===== src/rtl/pipeline_ctrl_pkg.sv =====
// ============================================================================
// Module   : pipeline_ctrl_pkg
// Brief    : Shared types and constants for the pipeline hazard controller:
//            the controller state enumeration and the PC source selects.
// Revision : 1.0 - initial release
// ============================================================================
`default_nettype none

package pipeline_ctrl_pkg;

   // Controller states: post-reset blanking, normal run, redirect flush,
   // interrupt entry and the one-cycle bubble after a predicted-taken fetch.
   typedef enum logic [2:0] {
      ST_RST   = 3'd0,
      ST_RUN   = 3'd1,
      ST_FLUSH = 3'd2,
      ST_INT   = 3'd3,
      ST_PRED  = 3'd4
   } hz_state_t;

   // PC source selects
   localparam logic [2:0] PC_SEQ       = 3'd0;
   localparam logic [2:0] PC_INT       = 3'd2;
   localparam logic [2:0] PC_REDIR_DEF = 3'd3;
   localparam logic [2:0] PC_PRED      = 3'd4;

endpackage

`default_nettype wire


===== src/rtl/pipeline_hazard_ctrl_match.sv =====
// ============================================================================
// Module   : hazard_match
// Brief    : Compares one decode source register against every producer
//            stage destination and reports a per-stage hit vector.
// Revision : 1.0 - initial release
// ============================================================================
`default_nettype none

module hazard_match #(
   parameter int REG_AW = 5,
   parameter int NSTG   = 2
) (
   input  logic [REG_AW-1:0]      src,
   input  logic                   src_rd,
   input  logic [NSTG*REG_AW-1:0] dst_addr,
   input  logic [NSTG-1:0]        dst_en,
   output logic [NSTG-1:0]        hit
);

   // A hit needs the operand to be read and the stage to actually write it
   genvar i;
   generate
      for (i = 0; i < NSTG; i++) begin : g_stage
         assign hit[i] = src_rd && dst_en[i] &&
                         (src == dst_addr[i*REG_AW +: REG_AW]);
      end
   endgenerate

endmodule

`default_nettype wire


===== src/rtl/pipeline_hazard_ctrl.sv =====
// ============================================================================
// Module   : pipeline_hazard_ctrl
// Brief    : Pipeline hazard and PC-sequencing controller. Detects RAW
//            hazards, stalls or forwards, sequences redirects, predicted-taken
//            fetches, interrupt entry and post-reset blanking, and counts
//            RAW stall cycles.
// Options  : define HAZARD_FWD_EN to add operand forwarding; only a load in
//            stage 0 then causes a stall, and fwd_a_sel/fwd_b_sel appear.
// Revision : 1.0 - initial release
// ============================================================================
`default_nettype none

module pipeline_hazard_ctrl #(
   parameter int REG_AW    = 5,
   parameter int NSTG      = 2,
   parameter int FLUSH_CYC = 2,
   parameter int INT_CYC   = 3,
   parameter int RST_CYC   = 2
) (
   input  logic                   clk,
   input  logic                   reset,
   input  logic [REG_AW-1:0]      src_a,
   input  logic [REG_AW-1:0]      src_b,
   input  logic                   src_a_rd,
   input  logic                   src_b_rd,
   input  logic [NSTG*REG_AW-1:0] dst_addr,
   input  logic [NSTG-1:0]        dst_en,
   input  logic                   ex_is_load,
   input  logic                   redirect_req,
   input  logic [2:0]             redirect_src,
   input  logic                   predict_taken,
   input  logic                   irq,
   input  logic                   irq_en,
   output logic                   pc_reset,
   output logic                   pc_load,
   output logic                   pc_inc,
   output logic                   pc_stall,
   output logic                   fetch_stall,
   output logic                   dec_nop,
   output logic                   dec_int,
   output logic [2:0]             pc_mux_sel,
   output logic [15:0]            stall_cycles
`ifdef HAZARD_FWD_EN
   ,
   output logic [$clog2(NSTG+1)-1:0] fwd_a_sel,
   output logic [$clog2(NSTG+1)-1:0] fwd_b_sel
`endif
);

   import pipeline_ctrl_pkg::*;

   // Counter reload values: cnt counts remaining blank cycles minus one
   localparam logic [2:0] c_rst_cnt   = 3'(RST_CYC - 1);
   localparam logic [2:0] c_flush_cnt = 3'(FLUSH_CYC - 1);
   localparam logic [2:0] c_int_cnt   = 3'(INT_CYC - 1);

   logic [NSTG-1:0] w_hit_a;
   logic [NSTG-1:0] w_hit_b;
   logic            w_raw_stall;
   logic            w_irq_take;

   hz_state_t   r_state;
   hz_state_t   w_state_nxt;
   logic [2:0]  r_cnt;
   logic [2:0]  w_cnt_nxt;
   logic [15:0] r_stall_cycles;

   hazard_match #(.REG_AW(REG_AW), .NSTG(NSTG)) u_match_a (
      .src      (src_a),
      .src_rd   (src_a_rd),
      .dst_addr (dst_addr),
      .dst_en   (dst_en),
      .hit      (w_hit_a)
   );

   hazard_match #(.REG_AW(REG_AW), .NSTG(NSTG)) u_match_b (
      .src      (src_b),
      .src_rd   (src_b_rd),
      .dst_addr (dst_addr),
      .dst_en   (dst_en),
      .hit      (w_hit_b)
   );

`ifdef HAZARD_FWD_EN
   localparam int FW = $clog2(NSTG+1);

   // Only a load in EX cannot be forwarded in time; everything else bypasses
   assign w_raw_stall = (w_hit_a[0] || w_hit_b[0]) && ex_is_load;

   // Forward from the youngest (lowest-index) matching producer
   always_comb begin
      fwd_a_sel = '0;
      fwd_b_sel = '0;
      if (!reset) begin
         for (int i = NSTG-1; i >= 0; i--) begin
            if (w_hit_a[i]) fwd_a_sel = FW'(i + 1);
            if (w_hit_b[i]) fwd_b_sel = FW'(i + 1);
         end
      end
   end
`else
   logic w_unused_load;
   assign w_unused_load = ex_is_load;

   // No bypass network: any match must stall
   assign w_raw_stall = (|w_hit_a) || (|w_hit_b);
`endif

   assign w_irq_take = irq && irq_en;
   assign pc_reset   = reset;

   // State register: reset forces post-reset blanking regardless of state
   always_ff @(posedge clk) begin
      if (reset) begin
         r_state <= ST_RST;
         r_cnt   <= c_rst_cnt;
      end else begin
         r_state <= w_state_nxt;
         r_cnt   <= w_cnt_nxt;
      end
   end

   // Next-state logic with RUN event priority irq > redirect > stall > predict
   always_comb begin
      w_state_nxt = r_state;
      w_cnt_nxt   = r_cnt;
      case (r_state)
         ST_RUN: begin
            if (w_irq_take) begin
               w_state_nxt = ST_INT;
               w_cnt_nxt   = c_int_cnt;
            end else if (redirect_req) begin
               w_state_nxt = ST_FLUSH;
               w_cnt_nxt   = c_flush_cnt;
            end else if (w_raw_stall) begin
               w_state_nxt = ST_RUN;
            end else if (predict_taken) begin
               w_state_nxt = ST_PRED;
            end
         end
         ST_FLUSH: begin
            if (redirect_req) begin
               w_cnt_nxt = c_flush_cnt;
            end else if (r_cnt == 3'd0) begin
               w_state_nxt = ST_RUN;
            end else begin
               w_cnt_nxt = r_cnt - 3'd1;
            end
         end
         ST_PRED: begin
            if (redirect_req) begin
               w_state_nxt = ST_FLUSH;
               w_cnt_nxt   = c_flush_cnt;
            end else begin
               w_state_nxt = ST_RUN;
            end
         end
         ST_INT, ST_RST: begin
            if (r_cnt == 3'd0) begin
               w_state_nxt = ST_RUN;
            end else begin
               w_cnt_nxt = r_cnt - 3'd1;
            end
         end
         default: begin
            w_state_nxt = ST_RST;
            w_cnt_nxt   = c_rst_cnt;
         end
      endcase
   end

   // Output decode; reset overrides every state and event
   always_comb begin
      pc_load     = 1'b0;
      pc_stall    = 1'b0;
      fetch_stall = 1'b0;
      dec_nop     = 1'b0;
      dec_int     = 1'b0;
      pc_mux_sel  = PC_SEQ;
      if (reset) begin
         dec_nop = 1'b1;
      end else begin
         case (r_state)
            ST_RUN: begin
               if (w_irq_take) begin
                  dec_int = 1'b1;
                  dec_nop = 1'b1;
               end else if (redirect_req) begin
                  pc_load    = 1'b1;
                  pc_mux_sel = redirect_src;
                  dec_nop    = 1'b1;
               end else if (w_raw_stall) begin
                  pc_stall    = 1'b1;
                  fetch_stall = 1'b1;
                  dec_nop     = 1'b1;
               end else if (predict_taken) begin
                  pc_load     = 1'b1;
                  pc_mux_sel  = PC_PRED;
                  fetch_stall = 1'b1;
               end
            end
            ST_FLUSH, ST_PRED: begin
               dec_nop = 1'b1;
               if (redirect_req) begin
                  pc_load    = 1'b1;
                  pc_mux_sel = redirect_src;
               end
            end
            ST_INT: begin
               dec_nop = 1'b1;
               // cnt only counts down, so the reload value marks the first cycle
               if (r_cnt == c_int_cnt) begin
                  pc_load    = 1'b1;
                  pc_mux_sel = PC_INT;
               end
            end
            default: begin
               dec_nop = 1'b1;
            end
         endcase
      end
      pc_inc = !reset && !pc_load && !pc_stall;
   end

   // Saturating count of cycles in which a RAW hazard requests a stall
   always_ff @(posedge clk) begin
      if (reset) begin
         r_stall_cycles <= 16'd0;
      end else if (w_raw_stall && (r_stall_cycles != 16'hFFFF)) begin
         r_stall_cycles <= r_stall_cycles + 16'd1;
      end
   end

   assign stall_cycles = r_stall_cycles;

endmodule

`default_nettype wire


===== config.mk =====
export PLATFORM = sky130hd
export DESIGN_NAME = pipeline_hazard_ctrl
export DESIGN_NICKNAME = d
export VERILOG_FILES = /design/src/rtl/pipeline_ctrl_pkg.sv /design/src/rtl/pipeline_hazard_ctrl_match.sv /design/src/rtl/pipeline_hazard_ctrl.sv
export SDC_FILE = /design/constraint.sdc
export NUM_CORES = 1
export LEC_CHECK = 0
export BUFFER_PORTS_ARGS = -buffer_cell sky130_fd_sc_hd__buf_2
export CAP_MARGIN = 20
export CORE_MARGIN = 2
export CORE_UTILIZATION = 50
export CTS_CLUSTER_DIAMETER = 80
export DETAILED_ROUTE_END_ITERATION = 10
export HOLD_SLACK_MARGIN = 0.06
export PLACE_DENSITY_LB_ADDON = 0.2
export SETUP_SLACK_MARGIN = 0.15
export SLEW_MARGIN = 20
export SYNTH_ARGS = -nofsm -noshare
export SYNTH_HDL_FRONTEND = slang
export SYNTH_SLANG_ARGS = --single-unit
export TNS_END_PERCENT = 1

===== constraint.sdc =====
create_clock -name clk -period 2.66 [get_ports clk]
set_clock_uncertainty 0.1 [all_clocks]
set_input_delay 0.532 -clock clk [delete_from_list [all_inputs] [get_ports clk]]
set_output_delay 0.532 -clock clk [all_outputs]
set_load 0.1 [all_outputs]

Word level (Yosys, flattened, before mapping)
Index checks and enable logic that the tools add are counted.

Register bits after elaboration: 22.

Equality and inequality tests: 12. Muxes and demuxes: 46. Reduce and logical (&&, ||, !) cells: 23. Add/subtract/negate cells: 2.

Operators by type and width (number): two-way mux 3 bit (16); two-way mux 1 bit (24); case mux 3 bit (4 select lines) (2); == test 5 bit (4); adder 16 x 1 -> 16 bit, second input constant (1); != test 16 bit, second input constant (1); logical AND 1 bit (12); == test 3 x 2 -> 1 bit, second input constant (3); case mux 3 bit (3 select lines) (1); OR reduction 2 bit (4); logical NOT 3 bit (2); != test 5 bit, second input constant (1); two-way mux 2 bit (2); == test 3 x 1 -> 1 bit, second input constant (1); == test 3 bit, second input constant (1); logical NOT 1 bit (3); case mux 1 bit (3 select lines) (1); subtractor 3 x 1 -> 3 bit, second input constant (1); != test 2 bit, second input constant (1); AND reduction 2 bit (1); logical OR 1 bit (1).

Longest topological paths before layout
Gate-level depths: netlist of run 1.

Word-level depth: 12. Gate-level depth with buffers: 10.

By module
From an unflattened synthesis of run 1, not the netlist that was laid out.

Cell total of the unflattened synthesis: 207. Area total of the unflattened synthesis: 1624.1 um^2.

By module, submodules not included: pipeline_hazard_ctrl (instances 1, seq. area each 440.4 um^2, cells an instance 175, area each 1388.8 um^2); hazard_match (instances 2, seq. area each 0.0 um^2, cells an instance 16, area each 117.6 um^2).

Least setup slack after synthesis of run 1
OpenSTA, ideal clock, no wires.

Path kind: input -> output. Start: input dst_addr[9]. End: output pc_inc. Data arrival time: 3.748 ns. Required time: 2.028 ns. Path buffers: 0. Stages on the path: 6. Slack: -1.720 ns. Cell sequence: xor2_1 > nor4_1 > nand4_1 > nand4_2 > and2_1 > nor3_1.

RTL lines: start: declaration (RTL line pipeline_hazard_ctrl.sv:26) `input logic [NSTG*REG_AW-1:0] dst_addr,`; == test 5 bit (RTL line pipeline_hazard_ctrl_match.sv:25) `(src == dst_addr[i*REG_AW +: REG_AW]);`; logical AND 1 bit (RTL line pipeline_hazard_ctrl_match.sv:24) `assign hit[i] = src_rd && dst_en[i] &&`; OR reduction 2 bit (RTL line pipeline_hazard_ctrl.sv:106) `assign w_raw_stall = (|w_hit_a) || (|w_hit_b);`; logical OR 1 bit * (RTL line pipeline_hazard_ctrl.sv:106); two-way mux 1 bit * (RTL line pipeline_hazard_ctrl.sv:192) `end else if (w_raw_stall) begin`; two-way mux 1 bit * (RTL line pipeline_hazard_ctrl.sv:188) `end else if (redirect_req) begin`; two-way mux 1 bit * (RTL line pipeline_hazard_ctrl.sv:185) `if (w_irq_take) begin`; two-way mux 1 bit * (RTL line pipeline_hazard_ctrl.sv:183) `case (r_state)`; two-way mux 1 bit * (RTL line pipeline_hazard_ctrl.sv:180) `if (reset) begin`; net pc_stall (RTL line pipeline_hazard_ctrl.sv:37) `output logic pc_stall,`; logical NOT 1 bit * (RTL line pipeline_hazard_ctrl.sv:222) `pc_inc = !reset && !pc_load && !pc_stall;`; logical AND 1 bit * (RTL line pipeline_hazard_ctrl.sv:222); end: declaration (RTL line pipeline_hazard_ctrl.sv:36) `output logic pc_inc,`.

The timed path passes the listed nets; every way through them passes the cells marked *.

Final worst setup path of run 1
Start: input dst_addr[3]. End: output pc_inc.

Cells in the longest elaborated chain, start to end: 12.

Ends and longest elaborated chain (RTL line): == test 5 bit (pipeline_hazard_ctrl_match.sv:25); logical AND 1 bit (pipeline_hazard_ctrl_match.sv:24); OR reduction 2 bit (pipeline_hazard_ctrl.sv:106); logical OR 1 bit * (pipeline_hazard_ctrl.sv:106); two-way mux 1 bit (pipeline_hazard_ctrl.sv:192); two-way mux 1 bit (pipeline_hazard_ctrl.sv:188); two-way mux 1 bit (pipeline_hazard_ctrl.sv:185); case mux 1 bit (3 select lines) (pipeline_hazard_ctrl.sv:183); two-way mux 1 bit (pipeline_hazard_ctrl.sv:180); logical NOT 1 bit (pipeline_hazard_ctrl.sv:222); logical AND 1 bit (pipeline_hazard_ctrl.sv:222); logical AND 1 bit * (pipeline_hazard_ctrl.sv:222).

Mark *: on every way between the ends. The rest lies on a longest branch, timed or not.

==> results.json, run 1 <==
{
  "ys.flop_type": "dfxtp_1",
  "ys_ff_latch": 22,
  "drtAntennaViolNets": 0,
  "grt_remaining_overflow": 0,
  "post-cts-setup-buffer-count": 0,
  "yosys.area.top_type": "dfxtp_1",
  "max-cap-violations": 0,
  "ios": 60,
  "crit_family": "simple AND/OR/NAND/NOR gates",
  "worstPathArrival_ns": 2.00,
  "num_vias": 1886,
  "worstPathMaxFanout": 3,
  "grt_usage_pct": 23.7,
  "synthTopCellsByArea": "dfxtp_1, xor2_1, a21oi_1",
  "power_leakage_nw": 0.960,
  "antenna_found_initial": 0,
  "grt_max_degree": 22,
  "finalHoldViolCount": 0,
  "ctsLongestPathBuffers": 2,
  "die_y_um": 62.4,
  "endpoint_kind": "output pin",
  "holdBufCountCts": 0,
  "worst_pin_slew_ns": 0.492,
  "min_path_type": "reg2reg",
  "htreeDepth": 1,
  "postSynthAreaPerCell_um2": 7.85,
  "ys_types": 49,
  "slowest_delay_ns": 0.29,
  "finalWirelength_mm": 4.84,
  "path_clk_slew_ns": 0.12,
  "power_mw": 1.17,
  "post-route-min-period_ns": 2.63,
  "antennaDiodeCount": 0,
  "synth_top_cells_by_count": "dfxtp_1, nor2_1, xor2_1, a21oi_1, nand2_1",
  "synth-edff-count": 0,
  "tns_ns": 0,
  "die_w_um": 62.4,
  "floorplan.initialDensity_pct": 51.5,
  "grt_pass1_wl_mm": 7.67,
  "outcome": "complete, no violations",
  "first_pass_iters": 5,
  "path_cells": "buf_2 > xor2_1 > nor4_2 > nand4_1 > nand4_2 > or2_4 > o21ai_4 > nor3_4 > buf_12",
  "worstSkewPairLatency_ns": 0.31,
  "wl_per_cell_um": 14.7,
  "yosysMostFrequentCell": "dfxtp_1",
  "gp_congestion": 0.914,
  "final.period_utilization_pct": 99.0,
  "pre_cts_slack_ns": -0.00886,
  "r2r_start": "stall_cycles[5]",
  "fin_ws_ns": 0.0266,
  "slew_headroom_pct": 67.4,
  "synth.top_cell.area_share_pct": 25.8,
  "fin_nets": 321,
  "power_density_mw_per_mm2": 483,
  "dp.final_hpwl_mm": 3.37,
  "setup_viol_count_final": 0,
  "min_from": "stall_cycles[12]",
  "hold_depth": 2,
  "yosysWarnings": 0,
  "clock_sinks": 22,
  "ff2ff_path_depth": 9,
  "cts_buffers": 3,
  "dieArea_mm2": 0.00389,
  "ys_seq_area_share_pct": 25.8,
  "syn_inst": 217,
  "drc_errors": 0,
  "min_to": "stall_cycles[12]",
  "areaGrowthSynthToFinish_pct": 42.7,
  "rows": 21,
  "synth_nets": 255,
  "path_class": "in2out",
  "drt_iter0_markers": 168,
  "regToRegSetupSlack_ns": 0.25,
  "timing.fmax_mhz": 380,
  "rsz0062_at_grt": "true",
  "crit_buf_inv": 2,
  "async_flop_share_pct": 0,
  "worstSetupStartpointType": "input port",
  "coreArea_mm2": 0.00331,
  "final_layout_size_suffix_gt1_share_pct": 44.7,
  "tritoncts": "built",
  "r2r-end": "stall_cycles[1]",
  "crit_path_top_delay_cell": "nor4_2",
  "report.final.slew_viol_count": 0,
  "ir_drop_v": 0.000302,
  "portBuffers": 58,
  "critPathRequiredTime_ns": 2.03,
  "cts_root_buffer": "clkbuf_4",
  "viasPerCell": 5.75,
  "syn_area_mm2": 0.00170,
  "grt_pass1_vias": 1806
}
==> cell usage in the layout (no fill, tap or decap), types with 4 or more instances in the layout <==
cell type / instances
nand4_1: 6
or4_2: 8
xor2_1: 9
inv_1: 11
a21oi_1: 14
buf_12: 8
nand2b_1: 4
nand3_1: 7
nor4_2: 5
o21ai_1: 7
o21ai_0: 5
xnor2_1: 5
a21oi_2: 6
nand2_1: 13
o31ai_1: 7
buf_6: 6
nor2_1: 19
ha_1: 4
xor2_2: 9
buf_4: 15
dfxtp_1: 18
nor3_1: 5
dfxtp_2: 4
buf_2: 43
==> worst max path at each step <==
stage | from | end | slack, ns | cells past startpoint
final | dst_addr[3] | pc_inc | 0.03 | 9
after global routing | src_b[0] | pc_inc | -0.03 | 9
after global placement | dst_addr[9] | pc_inc | 0.03 | 9
after CTS | src_b[0] | pc_inc | 0.04 | 9
after detailed placement | dst_addr[4] | pc_inc | -0.009 | 9
after floorplan | src_a[0] | pc_inc | -0.20 | 7
==> worst min-delay path: stages (launching register included) <==
cell and delay (ns):
dfxtp_1 0.35, o41ai_1 0.06, a21oi_1 0.06
==> registers in the layout, summed over array words and instances, names as in the netlist <==
signal        count
stall_cycles     16
r_cnt             3
r_state           3
==> timing repair <==
| item | in CTS | in global routing |
|---|---|---|
| gates resized for setup | 12 | 14 |
| pin swaps | 18 | 6 |
| hold endpoints to repair | 0 | 0 |
| setup endpoints to repair | 6 | 7 |
==> report_power, final <==
part | switching [mW] | internal (mW)
combinational | 0.359 | 0.238
clock | 0.107 | 0.0836
sequential | 0.0261 | 0.360
==> through the flow <==
step / area, um^2 / hold WS [ns] / cells / utilization (%)
6_report: 2430 / 0.403 / 328 / 73.5
4_1_cts: 2350 / 0.399 / 328 / 70.9
3_5_place_dp: 2240 / 0.380 / 324 / 67.8
5_1_grt: 2430 / 0.440 / 328 / 73.5
3_3_place_gp: 2240 / 0.369 / 324 / 67.8
2_1_floorplan: 1750 / 0.389 / 217 / -
==> cell type report <==
type / instances / area (um^2)
inverter: 11 / 41.3
fill: 257 / 878
clock buffer: 4 / 36.3
tap: 46 / 57.6
multi-input combinational: 173 / 1300
timing repair buffer: 72 / 556
sequential: 22 / 445
==> layer usage <==
metal  vias up  track usage, %  wire length [um]
met5         -               0                 0
met4         0            8.33                93
met3         8            3.24               177
met2        64            42.1              2540
met1       901            29.4              2020
li1        913               -                 -
==> cells by family (layout without fill, tap and decap cells) <==
group                    count (synthesis)  count (layout)  share of synthesized area (%)
AND/OR/NAND/NOR                         93              93                           32.2
AO/OA/AOI/OAI                           52              52                           19.5
XOR/XNOR                                23              23                           11.8
flip-flops                              22              22                           25.8
buffers and inverters                   22              87                           7.05
adder cells (fa/ha/maj)                  4               4                           2.94
multiplexers                             1               1                          0.587
(Power assumes the default switching activity.)
==> run 2: changes to the inputs <==
--- a/config.mk
+++ b/config.mk
@@ -7,14 +7,16 @@
 export LEC_CHECK = 0
 export BUFFER_PORTS_ARGS = -buffer_cell sky130_fd_sc_hd__buf_2
 export CAP_MARGIN = 20
+export CELL_PAD_IN_SITES_DETAIL_PLACEMENT = 1
+export CELL_PAD_IN_SITES_GLOBAL_PLACEMENT = 2
 export CORE_MARGIN = 2
-export CORE_UTILIZATION = 50
+export CORE_UTILIZATION = 27
 export CTS_CLUSTER_DIAMETER = 80
 export DETAILED_ROUTE_END_ITERATION = 10
 export HOLD_SLACK_MARGIN = 0.06
 export PLACE_DENSITY_LB_ADDON = 0.2
 export SETUP_SLACK_MARGIN = 0.15
-export SLEW_MARGIN = 20
+export SLEW_MARGIN = 40
 export SYNTH_ARGS = -nofsm -noshare
 export SYNTH_HDL_FRONTEND = slang
 export SYNTH_SLANG_ARGS = --single-unit
==> run 2 against run 1 <==
Fmax is 0.62% higher. Flip-flop and latch count stayed put. Register-to-register slack better by 0.10 ns. Global-route usage is 9.2 points lower. Sequential share of layout area is 0.41 points lower.
==> results.json, run 2 (synthesis gave the netlist of run 1 again) <==
{
  "outcome": "complete, no violations",
  "min_from": "stall_cycles[12]",
  "grt_usage_pct": 14.5,
  "clkPwrFrac_pct": 19.8,
  "r2r-end": "stall_cycles[0]",
  "slew_headroom_pct": 67.5,
  "grt_pass1_vias": 1789,
  "layout_common_cells": "buf_2, nor2_1, dfxtp_1",
  "holdBufCountCts": 0,
  "floorplan.initialDensity_pct": 28.3,
  "drtAntennaViolNets": 0,
  "mostFrequentLayoutCell": "buf_2",
  "finalWirelength_mm": 5.09,
  "final.fill_count": 744,
  "rows": 28,
  "post-cts-setup-buffer-count": 0,
  "globalRouteMet2Util_pct": 24.8,
  "max-cap-violations": 0,
  "min_to": "stall_cycles[12]",
  "final_layout_size_suffix_gt1_share_pct": 43.8,
  "use_met1_pct": 19.5,
  "dieArea_mm2": 0.00696,
  "htreeDepth": 1,
  "areaGrowthSynthToFinish_pct": 46.0,
  "grt_remaining_overflow": 0,
  "largest_reg_flops": 16,
  "worstSetupStartpointType": "input port",
  "switching_share_pct": 40.4,
  "timing.fmax_mhz": 382,
  "die_w_um": 83.4,
  "dp.final_hpwl_mm": 3.90,
  "worstPathMaxFanout": 3,
  "path_clk_slew_ns": 0.08,
  "grt_max_degree": 20,
  "worstPathArrival_ns": 1.99,
  "ff2ff_path_depth": 8,
  "r2r_start": "stall_cycles[4]",
  "antenna_found_initial": 0,
  "coreArea_mm2": 0.00603,
  "min_path_type": "reg2reg",
  "path_class": "in2out",
  "p_seq_share_pct": 30.9,
  "first_pass_iters": 4,
  "rsz0062_at_grt": "true",
  "antennaDiodeCount": 0,
  "cts_buffers": 3,
  "clock_sinks": 22,
  "viasPerCell": 5.04,
  "post-route-min-period_ns": 2.62,
  "drt_iter0_markers": 31,
  "p_int_mw": 0.739,
  "final.period_utilization_pct": 98.4,
  "grt_pass1_wl_mm": 8.51,
  "gp_congestion": 0.732,
  "ctsLongestPathBuffers": 2,
  "stdcell_area_mm2": 0.00249,
  "critPathRequiredTime_ns": 2.03,
  "tritoncts": "built",
  "grt_use_met3_pct": 2.39,
  "ir_drop_v": 0.000304,
  "ios": 60,
  "power_leakage_nw": 0.974,
  "wl_per_cell_um": 14.2,
  "top_usage_layer": "met2",
  "p_sw_mw": 0.501,
  "endpoint_kind": "output pin",
  "setup_viol_count_final": 0,
  "portBuffers": 58,
  "regToRegSetupSlack_ns": 0.35,
  "report.final.slew_viol_count": 0,
  "place_area_mm2": 0.00229,
  "num_vias": 1803,
  "drc_errors": 0,
  "cts_root_buffer": "clkbuf_8",
  "power_density_mw_per_mm2": 498,
  "fin_nets": 322,
  "seq_area_um2": 445,
  "power_mw": 1.24,
  "worstSkewPairLatency_ns": 0.26,
  "finalHoldViolCount": 0,
  "die_y_um": 83.4,
  "p_comb_share_pct": 49.2,
  "worst_pin_slew_ns": 0.491,
  "multi_input_area_mm2": 0.00127,
  "hold_depth": 2
}
-- run 2: cell count changes in the layout (fill, tap and decap cells not counted), sizes merged --
cell / delta
buf: +1
-- run 2: worst max-delay path, stage by stage --
cell     delay [ns]
buf_2          0.13
xor2_2         0.17
nor4_2         0.07
nand4_1        0.11
nand4_2        0.15
or2_4          0.28
o21ai_4        0.19
and2_4         0.18
buf_12         0.17
-- run 2: what timing repair did --
action | 4_1_cts | 5_1_grt
setup endpoints to repair | 6 | 8
resized for setup | 13 | 16
pin swaps | 11 | 4
-- run 2: metal layers --
metal	up-vias	routed length (um)	part of all wire, %
met4	0	87	1.7
met2	32	2480	49
li1	911	-	-
met5	-	0	0
met1	852	2350	46
met3	8	170	3.3
-- run 2: through the flow --
step | setup TNS [ns] | setup WS (ns) | util (%) | hold WS, ns | instances
after floorplan | -1.81 | -0.198 | - | 0.389 | 217
after global placement | -0.00283 | -0.00283 | 38.0 | 0.374 | 354
after detailed placement | -0.271 | -0.0499 | 38.0 | 0.380 | 354
after CTS | 0 | 0.0493 | 40.0 | 0.394 | 358
after global routing | -0.287 | -0.0936 | 41.3 | 0.449 | 358
final | 0 | 0.0428 | 41.3 | 0.389 | 358
-- run 2: worst max-delay path by stage --
stage                startpoint         endpoint  slack, ns  cells after the start
floorplan              src_a[0]           pc_inc      -0.20                      7
global placement       src_a[0]           pc_inc     -0.003                      9
detailed placement     src_a[2]  stall_cycles[9]      -0.05                      9
CTS                 dst_addr[9]           pc_inc       0.05                      9
global route        dst_addr[6]           pc_inc      -0.09                      9
finish              dst_addr[5]          pc_load       0.04                      9
-- run 2: cell type report --
cell class	instances	share of cell area, %
clock buffers	4	2.21
inverters	11	1.66
multi-input cells	173	51.2
flip-flops and latches	22	17.9
well taps	75	3.77
repair buffers	73	23.3
-- run 2: power by group through the flow --
stage | sequential (mW) | clock [mW] | combinational [mW]
finish | 0.384 | 0.246 | 0.611
global route | 0.388 | 0.269 | 0.682
CTS | 0.384 | 0.259 | 0.599
detailed placement | 0.392 | 0 | 0.580
global placement | 0.391 | 0 | 0.578
floorplan | 0.396 | 0 | 0.394
